### src/rtl/clock_gate_pkg.sv
// Shared types and default sizing for the clock-gate sequencer.
package clock_gate_pkg;

  typedef enum logic [1:0] {
    IDLE,
    PREP,
    SETTLE
  } state_t;

  typedef enum logic {
    GATE,
    UNGATE
  } dir_t;

  localparam int DEF_NUM_CLK    = 4;
  localparam int DEF_IDLE_CYC   = 8;
  localparam int DEF_SETTLE_CYC = 4;

endpackage

### src/rtl/cg_rr_arbiter.sv
// Combinational round-robin picker: first set request at or after ptr, wrapping.
module cg_rr_arbiter #(
  parameter int NUM_CLK = 4,
  parameter int IDX_W   = $clog2(NUM_CLK)
) (
  input  logic [NUM_CLK-1:0] req,
  input  logic [IDX_W-1:0]   ptr,
  output logic [NUM_CLK-1:0] grant,
  output logic               valid
);

  logic [IDX_W-1:0] idx;

  always_comb begin
    grant = '0;
    valid = 1'b0;
    idx   = '0;
    for (int unsigned k = 0; k < NUM_CLK; k++) begin
      idx = IDX_W'((int'(ptr) + int'(k)) % NUM_CLK);
      if (!valid && req[idx]) begin
        grant[idx] = 1'b1;
        valid      = 1'b1;
      end
    end
  end

endmodule

### src/rtl/clock_gate_sequencer.sv
// Owns per-domain clock-gate enables: idle hysteresis before gating, wake has
// priority, one transition at a time with a checker skip window around each edge.
module clock_gate_sequencer
  import clock_gate_pkg::*;
#(
  parameter int NUM_CLK    = DEF_NUM_CLK,
  parameter int IDLE_CYC   = DEF_IDLE_CYC,
  parameter int SETTLE_CYC = DEF_SETTLE_CYC,
  parameter int IDX_W      = $clog2(NUM_CLK)
) (
  input  logic               clk,
  input  logic               rst,
  input  logic [NUM_CLK-1:0] gate_req,
  input  logic               force_on,
  output logic [NUM_CLK-1:0] gate_en,
  output logic [NUM_CLK-1:0] chk_skip,
  output logic               busy,
  output logic               trans_done,
  output logic [IDX_W-1:0]   trans_idx
);

  localparam int CNT_W = $clog2(IDLE_CYC + 1);
  localparam int SET_W = $clog2(SETTLE_CYC + 1);

  logic [NUM_CLK-1:0] req;
  logic [NUM_CLK-1:0] ungate_cand, gate_cand;
  logic [NUM_CLK-1:0] ungate_gnt, gate_gnt, pick_gnt;
  logic               ungate_vld, gate_vld, pick_vld;
  logic [IDX_W-1:0]   pick_idx;
  logic [CNT_W-1:0]   idle_cnt [NUM_CLK];

  state_t             state;
  dir_t               dir;
  logic [IDX_W-1:0]   sel, rr_ptr;
  logic [SET_W-1:0]   settle_cnt;
  logic               abort;
  logic [NUM_CLK-1:0] toggle_vec;

  always_comb begin
    req         = gate_req & {NUM_CLK{~force_on}};
    ungate_cand = gate_en & ~req;
    gate_cand   = '0;
    for (int unsigned i = 0; i < NUM_CLK; i++) begin
      if (!gate_en[i] && idle_cnt[i] == CNT_W'(IDLE_CYC)) gate_cand[i] = 1'b1;
    end
  end

  cg_rr_arbiter #(.NUM_CLK(NUM_CLK), .IDX_W(IDX_W)) u_arb_ungate (
    .req   (ungate_cand),
    .ptr   (rr_ptr),
    .grant (ungate_gnt),
    .valid (ungate_vld)
  );

  cg_rr_arbiter #(.NUM_CLK(NUM_CLK), .IDX_W(IDX_W)) u_arb_gate (
    .req   (gate_cand),
    .ptr   (rr_ptr),
    .grant (gate_gnt),
    .valid (gate_vld)
  );

  // Wake requests completely shadow gate requests in the same cycle.
  always_comb begin
    pick_gnt = ungate_vld ? ungate_gnt : gate_gnt;
    pick_vld = ungate_vld | gate_vld;
    pick_idx = '0;
    for (int unsigned i = 0; i < NUM_CLK; i++) begin
      if (pick_gnt[i]) pick_idx = IDX_W'(i);
    end
  end

  always_comb begin
    abort      = (state == PREP) && (dir == GATE) && !req[sel];
    toggle_vec = '0;
    if (state == PREP && !abort) toggle_vec[sel] = 1'b1;
  end

  always_ff @(posedge clk or posedge rst) begin
    if (rst) begin
      for (int unsigned i = 0; i < NUM_CLK; i++) idle_cnt[i] <= '0;
    end else begin
      for (int unsigned i = 0; i < NUM_CLK; i++) begin
        if (!req[i] || toggle_vec[i])
          idle_cnt[i] <= '0;
        else if (!gate_en[i] && idle_cnt[i] != CNT_W'(IDLE_CYC))
          idle_cnt[i] <= idle_cnt[i] + 1'b1;
      end
    end
  end

  always_ff @(posedge clk or posedge rst) begin
    if (rst) begin
      state      <= IDLE;
      dir        <= GATE;
      sel        <= '0;
      rr_ptr     <= '0;
      settle_cnt <= '0;
      gate_en    <= '0;
      chk_skip   <= '0;
      busy       <= 1'b0;
      trans_done <= 1'b0;
      trans_idx  <= '0;
    end else begin
      case (state)
        IDLE: begin
          trans_done <= 1'b0;
          if (pick_vld) begin
            sel       <= pick_idx;
            trans_idx <= pick_idx;
            dir       <= ungate_vld ? UNGATE : GATE;
            chk_skip  <= pick_gnt;
            busy      <= 1'b1;
            state     <= PREP;
          end
        end
        PREP: begin
          if (abort) begin
            chk_skip <= '0;
            busy     <= 1'b0;
            state    <= IDLE;
          end else begin
            gate_en    <= gate_en ^ toggle_vec;
            settle_cnt <= '0;
            trans_done <= (SETTLE_CYC == 1);
            state      <= SETTLE;
          end
        end
        SETTLE: begin
          // trans_done is raised one edge early so it lands in the last SETTLE cycle.
          if (int'(settle_cnt) + 1 == SETTLE_CYC) begin
            chk_skip   <= '0;
            busy       <= 1'b0;
            trans_done <= 1'b0;
            rr_ptr     <= (sel == IDX_W'(NUM_CLK - 1)) ? '0 : sel + 1'b1;
            state      <= IDLE;
          end else begin
            settle_cnt <= settle_cnt + 1'b1;
            trans_done <= (int'(settle_cnt) + 2 == SETTLE_CYC);
          end
        end
        default: state <= IDLE;
      endcase
    end
  end

endmodule
### config.mk
export PLATFORM = sky130hd
export DESIGN_NAME = clock_gate_sequencer
export DESIGN_NICKNAME = d
export VERILOG_FILES = /design/src/rtl/clock_gate_pkg.sv /design/src/rtl/cg_rr_arbiter.sv /design/src/rtl/clock_gate_sequencer.sv
export SDC_FILE = /design/constraint.sdc
export NUM_CORES = 1
export LEC_CHECK = 0
export BUFFER_PORTS_ARGS = -buffer_cell sky130_fd_sc_hd__buf_4
export CAP_MARGIN = 20
export CORE_ASPECT_RATIO = 1.25
export CORE_UTILIZATION = 29
export CTS_BUF_LIST = sky130_fd_sc_hd__clkbuf_2 sky130_fd_sc_hd__clkbuf_4 sky130_fd_sc_hd__clkbuf_8
export DETAILED_ROUTE_END_ITERATION = 7
export PLACE_DENSITY = 0.57
export SLEW_MARGIN = 30
export SYNTH_ARGS = -nofsm -noshare
export SYNTH_HDL_FRONTEND = slang
export SYNTH_HIERARCHICAL = 1
export SYNTH_SLANG_ARGS = --single-unit
### constraint.sdc
create_clock -name clk -period 2.8 [get_ports clk]
set_input_delay 0.28 -clock clk [delete_from_list [all_inputs] [get_ports clk]]
set_output_delay 0.28 -clock clk [all_outputs]
set_load 0.01 [all_outputs]
### Word level (Yosys, flattened, before mapping)

Cells that the tools add are included.

| cells by class | value |
|---|---|
| $add $sub $neg | 11 |
| order comparisons | 10 |
| reduce and logical (&&, ||, !) cells | 56 |
| equal/unequal tests | 18 |
| muxes and demuxes | 81 |
| bitwise gates (word level) | 14 |

Operator list:

| cell | count |
|---|---|
| $mux W4 | 21 |
| $mux W1 | 33 |
| $or A4 B4 Y4 | 6 |
| $logic_and A1 B1 Y1 | 22 |
| $bmux W1 S2 | 9 |
| $add A4 B1 Y4 const B | 4 |
| $eq A4 B4 Y1 const B | 4 |
| $logic_not A1 Y1 | 16 |
| $ne A4 B4 Y1 const B | 4 |
| $lt A2 B3 Y1 const B | 5 |
| $mux W2 | 6 |
| $pmux W4 S3 | 1 |
| $demux W1 S2 | 5 |
| $ge A2 B1 Y1 const B | 5 |
| $ne A2 B2 Y1 const B | 5 |
| $reduce_and A2 Y1 | 5 |
| $reduce_bool A2 Y1 | 5 |
| $and A4 B4 Y4 | 2 |
| $eq A4 B3 Y1 const B | 2 |
| $mux W3 | 2 |
| $pmux W1 S3 | 2 |
| $pmux W2 S3 | 1 |
| $pmux W3 S2 | 1 |
| $add A2 B1 Y2 const B | 2 |
| 15 further kinds | 22 |

| storage, ports and cells | value |
|---|---|
| register bits | 36 |
| word-level logic and storage cells | 203 |
| output and inout bits | 12 |
| input port bits | 7 |

### Depth between registers and ports, before layout

| logic depth | value |
|---|---|
| depth in word-level cells | 20 |
| mapped depth | 12 |
| mapped depth without buffers | 12 |

### Hierarchy

The synthesis kept the hierarchy.

Modules (own cells, without submodules):

| module | area an instance (µm²) | seq. area each (µm²) | cells each | times used |
|---|---|---|---|---|
| clock_gate_sequencer | 2,203.4 | 900.9 | 216 | 1 |
| cg_rr_arbiter at u_arb_ungate | 494.2 | 0.0 | 62 | 1 |
| cg_rr_arbiter at u_arb_gate | 470.5 | 0.0 | 62 | 1 |

### Worst setup path before layout

Ideal clock, no wire load.

| timing path | value |
|---|---|
| path type | register -> register |
| from | register idle_cnt[4] in the netlist's numbering |
| to | register chk_skip[2] |
| path buffers | 0 |
| path slack | -25 ps |
| setup time | 125 ps |
| cell stages (with the launch flop) | 11 |
| period minus slack after synthesis | 2,825 ps |
| arrival | 2,700 ps |
| path through | dfrtp_1 -> inv_1 -> ha_1 -> nor4bb_1 -> mux2i_1 -> mux2_2 -> a2111oi_2 -> o2bb2ai_1 -> mux2i_1 -> nor2_1 -> mux2_4 |

| on the way | value |
|---|---|
| cells in the longest elaborated chain, start to end | 18 |
| elaborated cells between the ends (all ways) | 34 |
| those cells by class | eq/ne (2); mux (20); bitwise (4); reduce/logical (8) |

Ends and longest elaborated chain:

| element | line | RTL |
|---|---|---|
| from (decl) | clock_gate_sequencer.sv:30 | `logic [CNT_W-1:0] idle_cnt [NUM_CLK];` |
| from (signal, indexed assignment) | clock_gate_sequencer.sv:86 | `idle_cnt[i] <= idle_cnt[i] + 1'b1;` |
| $eq A4 B4 Y1 (*) | clock_gate_sequencer.sv:44 | `if (!gate_en[i] && idle_cnt[i] == CNT_W'(IDLE_CYC)) gate_cand[i] = 1'b1;` |
| $logic_and A1 B1 Y1 (*) | clock_gate_sequencer.sv:44 |  |
| $mux W1 (*) | clock_gate_sequencer.sv:44 |  |
| named net gate_cand[2] | clock_gate_sequencer.sv:26 | `logic [NUM_CLK-1:0] ungate_cand, gate_cand;` |
| $bmux W1 S2 | cg_rr_arbiter.sv:20 | `if (!valid && req[idx]) begin` |
| $mux W1 (implied by the code) | cg_rr_arbiter.sv:20 |  |
| $mux W1 | cg_rr_arbiter.sv:20 |  |
| $logic_not A1 Y1 | cg_rr_arbiter.sv:20 |  |
| [4 not listed] | - |  |
| $mux W1 | cg_rr_arbiter.sv:20 |  |
| $logic_not A1 Y1 | cg_rr_arbiter.sv:20 |  |
| $logic_and A1 B1 Y1 | cg_rr_arbiter.sv:20 |  |
| $mux W4 (*) | cg_rr_arbiter.sv:20 |  |
| named net gate_gnt[2] | clock_gate_sequencer.sv:27 | `logic [NUM_CLK-1:0] ungate_gnt, gate_gnt, pick_gnt;` |
| $mux W4 (*) | clock_gate_sequencer.sv:64 | `pick_gnt = ungate_vld ? ungate_gnt : gate_gnt;` |
| $mux W4 (*) | clock_gate_sequencer.sv:107 | `if (pick_vld) begin` |
| $pmux W4 S3 (*) | clock_gate_sequencer.sv:104 | `case (state)` |
| to (signal assigned) | clock_gate_sequencer.sv:111 | `chk_skip <= pick_gnt;` |
| to (decl) | clock_gate_sequencer.sv:16 | `output logic [NUM_CLK-1:0] chk_skip,` |

The timed path passes the listed nets; every way through them passes the cells marked *. The select of a mux whose other input is x is not followed.
A chain may end at the register's enable or synchronous reset.

### Worst setup path after layout

| timing path | value |
|---|---|
| from | register idle_cnt[13] in the netlist's numbering |
| to | register sel[0] |

| on the way | value |
|---|---|
| elaborated cells between the ends (all ways) | 34 |
| those cells by class | eq/ne (1); mux (21); bitwise (4); reduce/logical (8) |

RTL lines:

| element | line | RTL |
|---|---|---|
| $eq A4 B4 Y1 (*) | clock_gate_sequencer.sv:44 |  |
| $logic_and A1 B1 Y1 (*) | clock_gate_sequencer.sv:44 |  |
| $mux W1 (*) | clock_gate_sequencer.sv:44 |  |
| named net gate_cand[0] | clock_gate_sequencer.sv:26 |  |
| $bmux W1 S2 | cg_rr_arbiter.sv:20 |  |
| $mux W1 (implied by the code) | cg_rr_arbiter.sv:20 |  |
| $mux W1 | cg_rr_arbiter.sv:20 |  |
| $logic_not A1 Y1 | cg_rr_arbiter.sv:20 |  |
| [3 not listed] | - |  |
| $logic_and A1 B1 Y1 | cg_rr_arbiter.sv:20 |  |
| $mux W1 | cg_rr_arbiter.sv:20 |  |
| $logic_not A1 Y1 | cg_rr_arbiter.sv:20 |  |
| $logic_and A1 B1 Y1 | cg_rr_arbiter.sv:20 |  |
| $mux W4 (*) | cg_rr_arbiter.sv:20 |  |
| named net gate_gnt[2] | clock_gate_sequencer.sv:27 |  |
| $mux W4 (*) | clock_gate_sequencer.sv:64 |  |
| $mux W2 (*) (2 in series) | clock_gate_sequencer.sv:68 | `if (pick_gnt[i]) pick_idx = IDX_W'(i);` |
| to (signal assigned) | clock_gate_sequencer.sv:108 | `sel <= pick_idx;` |
| to (decl) | clock_gate_sequencer.sv:34 | `logic [IDX_W-1:0] sel, rr_ptr;` |

Marked as above.

==> reports/qor.yml <==
switching_power_uw: 1137
critPathMaxFanout: 6
viasPerCell: 5.120
start_util: 0.2984
cellPowerDensity_mw_per_mm2: 738.8
gp_congestion: 0.8282
synth_nets: 379
io_buffer_count: 18
mostFrequentLayoutCells: "dfrtp_1, ha_1, buf_4, inv_1, nand2_1"
drtIter0Drc: 101
path_clk_slew_ns: 0.07
ios: 19
cp.required_ns: 3.01
p_int_uw: 1555
pwr-share-seq: 0.298
yosys_warnings: 6
p_leak_uw: 0.001650
layout-drive-gt1-share: 0.1848
fp.dieH_um: 118.9
power_uw: 2692
cts_tree: "built"
synthTopCellsByArea: "dfrtp_1, ha_1, mux2i_1"
clock_skew_ns: 0.004653
synth_top_cell_by_area: "dfrtp_1"
htreeDepth: 2
die_area_mm2: 0.01135
critical_path_class: "reg -> reg"
layout_min_cycle_time_ns: 2.628
fill_cells: 1122
synth_seq_cells: 36
hold_class: "in -> async"
coreArea_mm2: 0.01062
drt-wirelength-per-cell_um: 13.88
cts_setup_buffers: 0
avgSynthCellArea_um2: 9.318
endpoint_kind: "register"
clock_sinks: 36
final_common_cell: "dfrtp_1"
route.vias.total: 2560
ir_drop_mv: 0.3357
ys.flop_type: "dfrtp_1"
n_antenna_cell: 0
first_pass_iters: 4
run_status: "completed"
report.final.slew_viol_count: 0
synth_edf_count: 0
cp-start-kind: "register"
final_antenna_net_count: 0
p_sw_frac: 0.4223
root_buffer: "clkbuf_8"
yosysSeqAreaShare: 0.2844
clkPwrFrac: 0.150
slew_headroom: 0.6865
grt_antenna_before_repair: 0
grt_max_degree: 37
grt_pass1_vias: 2554
clk-insertion-delay-late_ns: 0.29
combPwrFrac: 0.552
clk_path_buf_depth: 2
grt_overflow_total: 0
synth_top_area_frac: 0.2844
area_growth_pct: 15.01
fmax_ghz: 0.3805
hold_viol: 0
period_share: 0.9387
fin_nets: 407
max_cap_violations: 0
drc: 0
yosysUniqueCellTypes: 49
die_w_um: 95.49
synthesis.area_mm2: 0.003168
synthArstFlopShare: 1.000
post-dp-hpwl_um: 5413
max_slew.worst_pin.slew_ns: 0.4703
synthCells: 340
cts_buffers: 5
worstPathArrival_ns: 2.84
grt_pass1_wl_um: 12010
std_cell_rows: 42
setup_violations: 0
wl_um: 6938
grt_util_all_layers: 0.1333
tns_ns: 0
repair_timing:
item	CTS	global route
hold buffers	0	0
endpoints found under the setup margin	0	5
resized for setup	0	4
path summary, 6_finish.rpt:
kind                               from      endpoint  slack [ns]  cells past startpoint
max                        idle_cnt[13]        sel[0]        0.17                     12
min                                 rst  idle_cnt[11]        0.09                      3
max reg2reg                idle_cnt[13]        sel[0]        0.17                     12
min reg2reg                 chk_skip[3]   chk_skip[3]        0.52                      1
max in group asynchronous           rst        sel[0]        2.36                      3
min in group clk            gate_req[2]   idle_cnt[5]        0.41                      4
synthesized netlist by cell type, types with 3 or more instances:
| cell type | instances |
|---|---|
| xnor2_1 | 14 |
| nor4bb_1 | 3 |
| nand4b_1 | 3 |
| mux2_4 | 4 |
| nand2b_1 | 10 |
| a21oi_1 | 10 |
| buf_2 | 4 |
| mux2_2 | 8 |
| nand4_1 | 3 |
| ha_1 | 32 |
| and2_1 | 14 |
| nand2_1 | 27 |
| inv_1 | 29 |
| nand3_1 | 4 |
| clkbuf_1 | 3 |
| nor2b_1 | 8 |
| nor3_1 | 5 |
| o2bb2ai_1 | 8 |
| or4_1 | 6 |
| nor2_1 | 22 |
| a31oi_1 | 7 |
| mux2i_1 | 23 |
| o21ai_0 | 7 |
| o22ai_1 | 13 |
| a211oi_1 | 4 |
| dfrtp_1 | 36 |
power groups by stage:
stage / Clock [uW] / Combinational [uW] / Sequential, uW
after floorplan: 0 / 1110 / 797
after global placement: 0 / 1470 / 808
after detailed placement: 0 / 1480 / 811
after CTS: 418 / 1500 / 803
after global routing: 437 / 1650 / 827
final: 404 / 1490 / 802
logic make-up after synthesis:
kind of cell / synth area share
AO/OA/AOI/OAI: 0.1517
XOR/XNOR: 0.04147
adder cells (fa/ha/maj): 0.1264
buffers and inverters: 0.05292
flip-flops: 0.2844
multiplexers: 0.1272
AND/OR/NAND/NOR: 0.2160
worst max-delay path: stages (launching register included):
cell       delay, ns
dfrtp_1         0.38
inv_1           0.07
ha_1            0.20
nor4bb_2        0.18
buf_4           0.17
mux2i_1         0.29
o22ai_1         0.20
a2111oi_2       0.41
o2bb2ai_1       0.17
nand2b_1        0.17
nand4b_1        0.09
o21ai_0         0.08
a21oi_1         0.15
final cells by class:
type	count	area (um^2)	area share
clock buffers	7	96.34	0.02644
inverters	29	108.9	0.02988
multi-input cells	265	2140	0.5872
flip-flops and latches	36	900.9	0.2473
well taps	132	165.2	0.04533
repair buffers	31	232.7	0.06387
metal layers:
metal | wire length [um] | track usage
met1 | 3139 | 0.1663
met2 | 3531 | 0.2313
met3 | 140 | 0.01724
met4 | 126 | 0.04664
met5 | 0 | 0
flip-flops by register name, indices dropped and copies added (netlist names):
register    flops
busy            1
settle_cnt      3
rr_ptr          2
state           2
sel             2
trans_done      1
chk_skip        4
gate_en         4
dir             1
idle_cnt       16
stage by stage:
| stage | worst slack (ns) | hold WS, ns | std cells | area (um^2) | util |
|---|---|---|---|---|---|
| 3_5_place_dp | 0.1026 | 0.4327 | 493 | 3526 | 0.3322 |
| 5_1_grt | -0.009453 | 0.1530 | 500 | 3643 | 0.3432 |
| 6_report | 0.1716 | 0.08583 | 500 | 3643 | 0.3432 |
| 3_3_place_gp | 0.1759 | 0.4303 | 493 | 3526 | 0.3322 |
| 2_1_floorplan | 0.1815 | 0.4470 | 340 | 3187 | - |
| 4_1_cts | 0.06313 | 0.1192 | 500 | 3622 | 0.3412 |
Power figures use the tool's default switching activity.
